## config.mk

```make
export PLATFORM = sky130hd
export DESIGN_NAME = map_tile_store
export DESIGN_NICKNAME = d
export VERILOG_FILES = /design/src/rtl/map_pkg.sv /design/src/rtl/map_rom.sv /design/src/rtl/map_tile_store.sv
export SDC_FILE = /design/constraint.sdc
export NUM_CORES = 2
export LEC_CHECK = 0
export ABC_AREA = 1
export BUFFER_PORTS_ARGS = -buffer_cell sky130_fd_sc_hd__buf_2
export CELL_PAD_IN_SITES_DETAIL_PLACEMENT = 2
export CELL_PAD_IN_SITES_GLOBAL_PLACEMENT = 2
export CORE_ASPECT_RATIO = 0.7
export CORE_MARGIN = 2
export CORE_UTILIZATION = 38
export CTS_CLUSTER_SIZE = 40
export DETAILED_ROUTE_END_ITERATION = 16
export PLACE_DENSITY_LB_ADDON = 0.25
export SYNTH_ARGS = -nofsm -noshare
export SYNTH_HDL_FRONTEND = slang
export SYNTH_SLANG_ARGS = --single-unit
```

## constraint.sdc

```tcl
create_clock -name clock_50 -period 22.6 [get_ports clock_50]
set_input_delay 1.13 -clock clock_50 [delete_from_list [all_inputs] [get_ports clock_50]]
set_output_delay 1.13 -clock clock_50 [all_outputs]
set_load 0.01 [all_outputs]
```

## src/rtl/map_pkg.sv

```systemverilog
// Shared definitions for the Pacman map tile store.
//   Grid geometry, tile type codes, FSM state encoding, address/range
//   helpers and the default map image used to fill the ROM.
package map_pkg;

    localparam int GRID_W  = 21;
    localparam int GRID_H  = 21;
    localparam int TYPE_W  = 4;
    localparam int ADDR_W  = 9;
    localparam int COORD_W = 5;
    localparam int CNT_W   = 9;
    localparam int TILES   = GRID_W * GRID_H;

    localparam logic [TYPE_W-1:0] TILE_BLACK     = TYPE_W'(0);
    localparam logic [TYPE_W-1:0] TILE_BIG_ORB   = TYPE_W'(1);
    localparam logic [TYPE_W-1:0] TILE_SMALL_ORB = TYPE_W'(2);
    localparam logic [TYPE_W-1:0] TILE_WALL      = TYPE_W'(3);
    localparam logic [TYPE_W-1:0] TILE_GREY      = TYPE_W'(4);

    localparam logic [COORD_W-1:0] X_LAST  = COORD_W'(GRID_W - 1);
    localparam logic [COORD_W-1:0] Y_LAST  = COORD_W'(GRID_H - 1);
    localparam logic [CNT_W-1:0]   ORB_MAX = CNT_W'(TILES);

    typedef enum logic [1:0] {
        ST_INIT      = 2'd0,
        ST_IDLE      = 2'd1,
        ST_WR_READ   = 2'd2,
        ST_WR_COMMIT = 2'd3
    } state_t;

    function automatic logic is_orb(input logic [TYPE_W-1:0] t);
        return (t == TILE_BIG_ORB) || (t == TILE_SMALL_ORB);
    endfunction

    function automatic logic in_grid(input logic [COORD_W-1:0] x,
                                     input logic [COORD_W-1:0] y);
        return (x <= X_LAST) && (y <= Y_LAST);
    endfunction

    function automatic logic [ADDR_W-1:0] tile_addr(input logic [COORD_W-1:0] x,
                                                    input logic [COORD_W-1:0] y);
        return ADDR_W'(y) * ADDR_W'(GRID_W) + ADDR_W'(x);
    endfunction

    // Default level: wall border, big orbs in the four inner corners, a grey
    // ghost-house tile in the centre, wall pillars on a 4x4 lattice, empty
    // tiles on every 7th anti-diagonal, small orbs everywhere else.
    function automatic logic [TYPE_W-1:0] default_tile(input int x, input int y);
        if (x == 0 || y == 0 || x == GRID_W - 1 || y == GRID_H - 1)
            return TILE_WALL;
        if ((x == 1 || x == GRID_W - 2) && (y == 1 || y == GRID_H - 2))
            return TILE_BIG_ORB;
        if (x == GRID_W / 2 && y == GRID_H / 2)
            return TILE_GREY;
        if ((x % 4) == 2 && (y % 4) == 2)
            return TILE_WALL;
        if (((x + y) % 7) == 0)
            return TILE_BLACK;
        return TILE_SMALL_ORB;
    endfunction

endpackage

```

## src/rtl/map_rom.sv

```systemverilog
// Default map ROM.
//   clock_50 : system clock
//   addr     : linear tile address (y*GRID_W + x)
//   data     : tile type, registered (1-cycle latency); 0 beyond the grid
// Contents come from map_pkg::default_tile so the image lives in one place.
module map_rom
    import map_pkg::*;
(
    input  logic              clock_50,
    input  logic [ADDR_W-1:0] addr,
    output logic [TYPE_W-1:0] data
);

    function automatic logic [TYPE_W-1:0] lookup(input logic [ADDR_W-1:0] a);
        int idx;
        idx = int'(a);
        if (idx >= TILES)
            return TILE_BLACK;
        return default_tile(idx % GRID_W, idx / GRID_W);
    endfunction

    always_ff @(posedge clock_50) begin
        data <= lookup(addr);
    end

endmodule

```

## src/rtl/map_tile_store.sv

```systemverilog
// Pacman map tile store.
//   clock_50    : system clock
//   reset       : synchronous, active-low
//   x_in, y_in  : display read coordinate; type_out follows one cycle later
//   type_out    : tile type (0 while not ready or out of range)
//   wr_req/wr_x/wr_y/wr_type, wr_ack : tile write handshake (ack = 1-cycle pulse)
//   restore     : 1-cycle pulse, reload the default map
//   ready       : map loaded, writes accepted
//   orb_count   : number of tiles holding a big or small orb
//   level_clear : 1-cycle pulse when a write removes the last orb
//
// state        | meaning
// -------------+-----------------------------------------------------------
// ST_INIT      | copy ROM to RAM, one tile per cycle, counting orbs
// ST_IDLE      | map ready, waiting for restore or a write request
// ST_WR_READ   | fetch the old tile at the write address
// ST_WR_COMMIT | store new tile, adjust orb_count, pulse wr_ack
module map_tile_store
    import map_pkg::*;
(
    input  logic               clock_50,
    input  logic               reset,
    input  logic [COORD_W-1:0] x_in,
    input  logic [COORD_W-1:0] y_in,
    output logic [TYPE_W-1:0]  type_out,
    input  logic               wr_req,
    input  logic [COORD_W-1:0] wr_x,
    input  logic [COORD_W-1:0] wr_y,
    input  logic [TYPE_W-1:0]  wr_type,
    output logic               wr_ack,
    input  logic               restore,
    output logic               ready,
    output logic [CNT_W-1:0]   orb_count,
    output logic               level_clear
);

    state_t              state, state_next;
    logic [ADDR_W-1:0]   load_cnt;
    logic [TYPE_W-1:0]   rom_q;
    logic [TYPE_W-1:0]   ram [TILES];
    logic [ADDR_W-1:0]   wr_addr_q;
    logic [TYPE_W-1:0]   wr_type_q;
    logic                wr_valid_q;
    logic [TYPE_W-1:0]   old_q;
    logic                restore_pend;
    logic                go_init;
    logic                load_done;
    logic                ready_next;
    logic                ram_we;
    logic [ADDR_W-1:0]   ram_waddr;
    logic [TYPE_W-1:0]   ram_wdata;

    map_rom u_rom (
        .clock_50 (clock_50),
        .addr     (load_cnt),
        .data     (rom_q)
    );

    always_comb begin
        state_next = state;
        go_init    = restore | restore_pend;
        load_done  = (load_cnt == ADDR_W'(TILES));
        case (state)
            ST_INIT:      if (load_done) state_next = ST_IDLE;
            ST_IDLE: begin
                if (go_init)     state_next = ST_INIT;
                else if (wr_req) state_next = ST_WR_READ;
            end
            ST_WR_READ:   state_next = ST_WR_COMMIT;
            ST_WR_COMMIT: state_next = go_init ? ST_INIT : ST_IDLE;
            default:      state_next = ST_INIT;
        endcase
        ready_next = (state_next != ST_INIT);
    end

    // ROM data lags its address by one cycle, so load write k lands while
    // load_cnt == k+1. A write is suppressed on a reset edge so that an
    // aborted commit leaves the RAM untouched.
    always_comb begin
        ram_we    = 1'b0;
        ram_waddr = '0;
        ram_wdata = '0;
        if (reset) begin
            if (state == ST_INIT && load_cnt != '0) begin
                ram_we    = 1'b1;
                ram_waddr = load_cnt - ADDR_W'(1);
                ram_wdata = rom_q;
            end else if (state == ST_WR_COMMIT && wr_valid_q) begin
                ram_we    = 1'b1;
                ram_waddr = wr_addr_q;
                ram_wdata = wr_type_q;
            end
        end
    end

    always_ff @(posedge clock_50) begin
        if (ram_we)
            ram[ram_waddr] <= ram_wdata;
    end

    // Display read port; a same-cycle write is seen only on the next read.
    always_ff @(posedge clock_50) begin
        if (!reset)
            type_out <= '0;
        else if (ready_next && in_grid(x_in, y_in))
            type_out <= ram[tile_addr(x_in, y_in)];
        else
            type_out <= '0;
    end

    always_ff @(posedge clock_50) begin
        if (!reset) begin
            state        <= ST_INIT;
            load_cnt     <= '0;
            ready        <= 1'b0;
            wr_ack       <= 1'b0;
            orb_count    <= '0;
            level_clear  <= 1'b0;
            restore_pend <= 1'b0;
            wr_addr_q    <= '0;
            wr_type_q    <= '0;
            wr_valid_q   <= 1'b0;
            old_q        <= '0;
        end else begin
            state       <= state_next;
            ready       <= ready_next;
            wr_ack      <= (state_next == ST_WR_COMMIT);
            level_clear <= 1'b0;

            // A restore arriving mid-write is held until the write finishes;
            // one arriving during a load is redundant and dropped.
            if (state_next == ST_INIT)
                restore_pend <= 1'b0;
            else if (restore)
                restore_pend <= 1'b1;

            if (state_next == ST_INIT)
                load_cnt <= (state == ST_INIT) ? load_cnt + ADDR_W'(1) : '0;

            case (state)
                ST_INIT: begin
                    if (load_cnt == '0)
                        orb_count <= '0;
                    else if (is_orb(rom_q) && orb_count != ORB_MAX)
                        orb_count <= orb_count + CNT_W'(1);
                end
                ST_IDLE: begin
                    if (state_next == ST_WR_READ) begin
                        wr_addr_q  <= tile_addr(wr_x, wr_y);
                        wr_type_q  <= wr_type;
                        wr_valid_q <= in_grid(wr_x, wr_y);
                    end
                end
                ST_WR_READ: begin
                    old_q <= wr_valid_q ? ram[wr_addr_q] : TILE_BLACK;
                end
                ST_WR_COMMIT: begin
                    if (wr_valid_q) begin
                        if (is_orb(old_q) && !is_orb(wr_type_q) && orb_count != '0) begin
                            orb_count <= orb_count - CNT_W'(1);
                            if (orb_count == CNT_W'(1))
                                level_clear <= 1'b1;
                        end else if (!is_orb(old_q) && is_orb(wr_type_q) &&
                                     orb_count != ORB_MAX) begin
                            orb_count <= orb_count + CNT_W'(1);
                        end
                    end
                end
                default: ;
            endcase
        end
    end

endmodule

```

Word level (Yosys, flattened, before mapping)
Memories as Yosys holds them, arrays and structs flattened. A register that Yosys moved wholly into a read port is not among the register bits.
Index checks and enable logic that the tools add are counted.
Widths: inputs -> output; s select.
Word-level totals
  register bits after elaboration: 46
  latch bits: 0
  RAM bits: 1764
  memory bits (read-only): 0
  input bits: 28
  output and inout bits: 16
  memories kept: 1
Memory list
  ram: words 441, bits a word 4, read ports 2, clocked after memory_dff 2, write ports 1, line map_tile_store.sv:40  | logic [TYPE_W-1:0] ram [TILES];
Cells by class
  $add $sub $neg: 7
  multipliers: 2
  div/mod/pow operators: 3
  $lt $le $gt $ge: 5
  equal/unequal tests: 27
  shift operators: 0
  muxes and demuxes: 61
  bitwise gates (word level): 4
  reductions and logical operators: 41
Operators by type and width (number)
  $eq 32x6->1 const B: 4
  $mux 9: 11
  $logic_not 32->1: 3
  $mux 4: 17
  $eq 32x2->1 const B: 2
  $eq 32x5->1 const B: 2
  $add 32x32->32: 1
  $div 10x6->32 const B: 1
  $mod 10x6->32 const B: 1
  $mod 32x4->32 const B: 1
  $mux 1: 28
  $le 5x5->1 const B: 4
  $add 9x1->9 const B: 2
  $add 9x5->9: 2
  $mul 5x5->9 const B: 2
  $pmux 9 s2: 1
  $reduce_bool 9->1: 2
  $sub 9x1->9 const B: 2
  $logic_and 1x1->1: 13
  $eq 4x1->1 const B: 3
  $eq 4x2->1 const B: 3
  $eq 9x1->1 const B: 1
  $eq 9x9->1 const B: 1
  $ge 9x9->1 const B: 1
  other kinds (19): 42

Longest topological paths before layout
  depth in word-level cells: 27
  depth in mapped cells: 109
  depth with buffers taken out: 106

By module
From an unflattened synthesis, not the netlist that was laid out.
Unflattened totals
  cells, all modules: 11261
  area, all modules: 96714.0 µm²
By module, submodules not included
  map_tile_store: times used 1, cells an instance 10465, area each 92439.9 µm²
  map_rom: times used 1, cells an instance 796, area each 4274.1 µm²

Worst setup path before layout
No wires, ideal clock.
  path type: input port to flip-flop
  start: input reset
  end: memory ram[0][2], data pin
  library setup time: 3708 ps
  arrival time: 19666 ps
  setup slack: -774 ps
  stages on the path: 5
  buffers on the path: 1
  cell sequence: clkbuf_1 -> inv_1 -> a21oi_1 -> clkinv_1 -> a211oi_1
On the way
  word-level cells in the longest chain between the ends: 1
Ends and longest elaborated chain
  from (decl): line map_tile_store.sv:22  | input logic reset,
  $mux 4: line map_tile_store.sv:83  | if (reset) begin
  net ram_wdata[2]: line map_tile_store.sv:51  | logic [TYPE_W-1:0] ram_wdata;
  to (decl): line map_tile_store.sv:40
The timed path passes the listed nets, and every way through them passes these cells.

Final worst setup path
  start: register load_cnt[8]
  end: register u_rom.data[1]
On the way
  word-level cells in the longest chain between the ends: 16
  elaborated cells on any way between the ends: 61
  those cells by class: add/sub: 1; div: 3; order compare: 1; eq/ne: 10; mux: 31; bitwise: 2; reduce/logical: 13
Ends and longest elaborated chain
  from (decl): line map_tile_store.sv:38  | logic [ADDR_W-1:0] load_cnt;
  from (signal assigned): line map_tile_store.sv:138  | load_cnt <= (state == ST_INIT) ? load_cnt + ADDR_W'(1) : '0;
  $mod 10x6->32 or $div 10x6->32 (tied branches): line map_rom.sv:19  | return default_tile(idx % GRID_W, idx / GRID_W);
  $add 32x32->32: line map_pkg.sv:57  | if (((x + y) % 7) == 0)
  $mod 32x4->32: line map_pkg.sv:57
  $logic_not 32->1: line map_pkg.sv:57
  $mux 1 (2 in series): line map_pkg.sv:57
  $mux 1: line map_pkg.sv:55  | if ((x % 4) == 2 && (y % 4) == 2)
  $mux 1: line map_pkg.sv:53  | if (x == GRID_W / 2 && y == GRID_H / 2)
  $mux 1: line map_pkg.sv:51  | if ((x == 1 || x == GRID_W - 2) && (y == 1 || y == GRID_H - 2))
  $mux 1: line map_rom.sv:19
  $mux 4: line map_pkg.sv:59  | return TILE_SMALL_ORB;
  $mux 4: line map_pkg.sv:57
  $mux 4: line map_pkg.sv:55
  $mux 4: line map_pkg.sv:53
  $mux 4: line map_pkg.sv:51
  $mux 4 *: line map_rom.sv:19
  to (signal assigned): line map_rom.sv:23  | data <= lookup(addr);
  to (decl): line map_rom.sv:11  | output logic [TYPE_W-1:0] data
Mark *: on every way between the ends. The rest lies on a longest branch, timed or not. The select of a mux whose other input is x is not followed.
A chain may end at the register's enable or synchronous reset.

==> metrics <==
Post-synth EDFFs=1764; total CTS buffers=197; dpl cell area=96340 sq um; routed vias=85660; register area share after synthesis=57.88%; CP max stage delay=700 ps; Period Utilization, post-route=60.55%; 1st-pass router iterations=5; vias per cell=6.601; P per Cell Area=85.70 nW/um^2; TNS Setup=0 ps; core box area=245000 sq um; die height=419.1 microns; GR Overflow Total=0; Net Sw Power=2.849 mW; post-CTS resize count=0; Placed Instances=12620; switching share of total power=32.43%; first-pass GRT wire length=627000 microns; IO Pins=44; Clock Latency Late Sink=890 ps; number of nets with antenna violations after routing=0; crit path capture type=flip-flop; Worst-Margin Slew=1272 ps; sequential share of power=42.5%; ratio of cells with drive above 1 in the final layout=6.850%; Final Hold Slack=477.0 ps; Slew HR=15.09%; Post-Syn Nets=10130; number of synthesized register bits=1822; setup violators final=0; Max Freq=0.07308 GHz; final setup skew=50.21 ps; post-synth cell types=70; Layout area overhead=9.617%; die area=250200 sq um; WS Path Type=reg2reg; clk root buf=clkbuf_16; Ys Warns=0; H-Tree Level Count=4; Leakage=33.83 nW; crit-path max FO=18; maximum vdd ir drop=0.00007144 V; Initial Util=38.18%; reg2reg path depth=96; cts hold-fix bufs=0; die width=597.0 microns; antenna violations before repair=24; min-delay worst type=reg2reg; gr usage total=33.51%; Std-Cell Rows=152; nets@finish=9695; DR iter-0 viols=9965; WL/cell=33.24 microns; post-route minimum period=13680 ps; critical path's slowest cell=dfxtp_1; Critical Path Most Common Cell=nand2_1; Syn Inst Count=10030; Fin. Hold Viols=0; Finished Layout Cells=12980; CTS max path bufs=4; Clk pwr share=37.4%; clk sinks=1822; # Post-CTS Setup Buffers=0; data arrival time of the critical path=14430 ps; maxcap violations=0; internal power=5.937 mW; synthesized area per cell=9.328 sq um; Critical Path Start Type=flip-flop; ys async rst share=0%; CP required=23340 ps; mapped cell area=93530 sq um; pin count of the biggest net entering global routing=203; IO buf count=43; Synth Flop Type=edfxtp_1; CTS tree=built; Routed WL=431400 microns; gpl congestion=0.8522; DP Wirelength=257800 microns; Worst-path clk slew=70 ps; status=completed; vias in the first global route=89590; DRC=0; setup ws final=8916 ps; RSZ-0062 raised after global routing=no; Comb power frac=20.0%; dpl ws=8930 ps; max-slew violation count=0; post-route cell area=102500 sq um; Hold Path Stages=2
[power groups by stage]
stage / Clock, mW / Sequential, mW / Combinational, mW
floorplan: 0 / 3.86 / 0.836
global placement: 0 / 3.81 / 1.64
detailed placement: 0 / 3.81 / 1.69
CTS: 3.30 / 3.74 / 1.70
global route: 3.42 / 3.74 / 1.81
finish: 3.29 / 3.74 / 1.76
[cells in the mapped netlist, types with 8 or more instances]
cell type,number,share of area (%)
dfxtp_1,58,1.2
nor2_1,2756,11
nor3_1,17,0.091
o22ai_1,891,6.0
nand3_1,197,1.1
nand3b_1,8,0.064
ha_1,69,0.92
edfxtp_1,1764,57
o21bai_1,9,0.072
o32ai_1,26,0.24
nand3_2,14,0.15
nand2_2,50,0.33
nand2_1,333,1.3
fa_1,9,0.19
inv_2,15,0.060
o211ai_1,53,0.43
a31oi_1,24,0.16
o311ai_0,15,0.14
o221ai_1,151,1.4
nand2_4,14,0.17
inv_1,206,0.83
buf_1,44,0.18
nand4_1,27,0.18
a21oi_1,95,0.51
xor2_1,37,0.35
clkbuf_1,792,3.2
a211oi_1,9,0.072
nor2_2,13,0.087
o21ai_0,2230,12
[critical path, delay by kind of cell (launching register included)]
family / cells / cell delay [ps]
buf+inv: 11 / 1290
fa+ha+maj: 6 / 1290
compound gates: 12 / 2300
simple gates: 67 / 7940
flops: 1 / 700
[sequential cells by signal, summed over array words and instances, names as in the netlist, named ones only]
name / cells
type_out: 4
wr_valid_q: 1
wr_type_q: 4
wr_ack: 1
old_q: 4
wr_addr_q: 9
state: 2
ready: 1
ram: 1764
level_clear: 1
orb_count: 9
u_rom.data: 3
load_cnt: 9
restore_pend: 1
[through the flow]
step | power [mW] | util (%)
detailed placement | 5.494 | 39.33
global route | 8.972 | 41.85
CTS | 8.734 | 41.85
floorplan | 4.693 | -
finish | 8.787 | 41.85
global placement | 5.447 | 39.33
[cells by family after synthesis]
kind of cell,share of synthesized area (%)
adders and majority gates,1.116
AOI/OAI and AO/OA,21.27
xor gates and xnor gates,0.4120
buffers and inverters,4.468
DFF,57.88
and+or+nand+nor,14.86
[cell type report]
| type | count | area, sq um |
|---|---|---|
| Tap cell | 3234 | 4046 |
| Fill cell | 26000 | 142400 |
| Multi-Input combinational cell | 7120 | 35470 |
| Sequential cell | 1822 | 54150 |
| Timing Repair Buffer | 209 | 1674 |
| Clock inverter | 100 | 932.1 |
| Inverter | 239 | 996.0 |
| Clock buffer | 247 | 5239 |
| Antenna cell | 6 | 15.01 |
[final timing paths]
path | slack, ps | from | to
setup reg to reg | 8920 | load_cnt[8] | u_rom.data[1]
hold reg to reg | 480 | old_q[2] | old_q[2]
setup / recovery | 8920 | load_cnt[8] | u_rom.data[1]
hold / removal | 480 | old_q[2] | old_q[2]
[layer usage]
metal | vias to the layer above | wire length (microns) | track usage (%) | part of all wire [%]
met1 | 44840 | 181500 | 46.18 | 42
met2 | 4359 | 193600 | 52.42 | 45
met4 | 18 | 17540 | 13.49 | 4.1
li1 | 35550 | - | - | -
met3 | 906 | 38620 | 5.770 | 9.0
met5 | - | 115 | 0 | 0.027
[placed cells by master, fill, tap and decap left out, types with 8 or more instances in the layout]
cell       Yosys  layout
clkbuf_1     792      39
nor2_1      2756    2756
nand4_1       27      27
inv_2         15      16
o22ai_1      891     891
nand2_1      333     318
buf_2          3      43
a21oi_1       95      93
o21bai_1       9       9
nand3_2       14      14
o21ai_0     2230    2230
clkinv_1       6      45
buf_12         1      17
buf_4          2     149
bufinv_16      0      18
nand2_2       50      50
a31oi_1       24      24
clkbuf_8       1      10
clkinv_2       4      39
nand3b_1       8       8
nand3_1      197     196
nor3_1        17      16
a211oi_1       9       8
edfxtp_1    1764    1764
o311ai_0      15      15
fa_1           9       8
o221ai_1     151     151
inv_1        206     197
o211ai_1      53      53
o32ai_1       26      26
xor2_1        37      34
clkbuf_16      0     198
nand2_4       14      29
nor2_2        13      13
dfxtp_1       58      52
ha_1          69      66
Note: power is estimated with default switching activity, not from simulation.
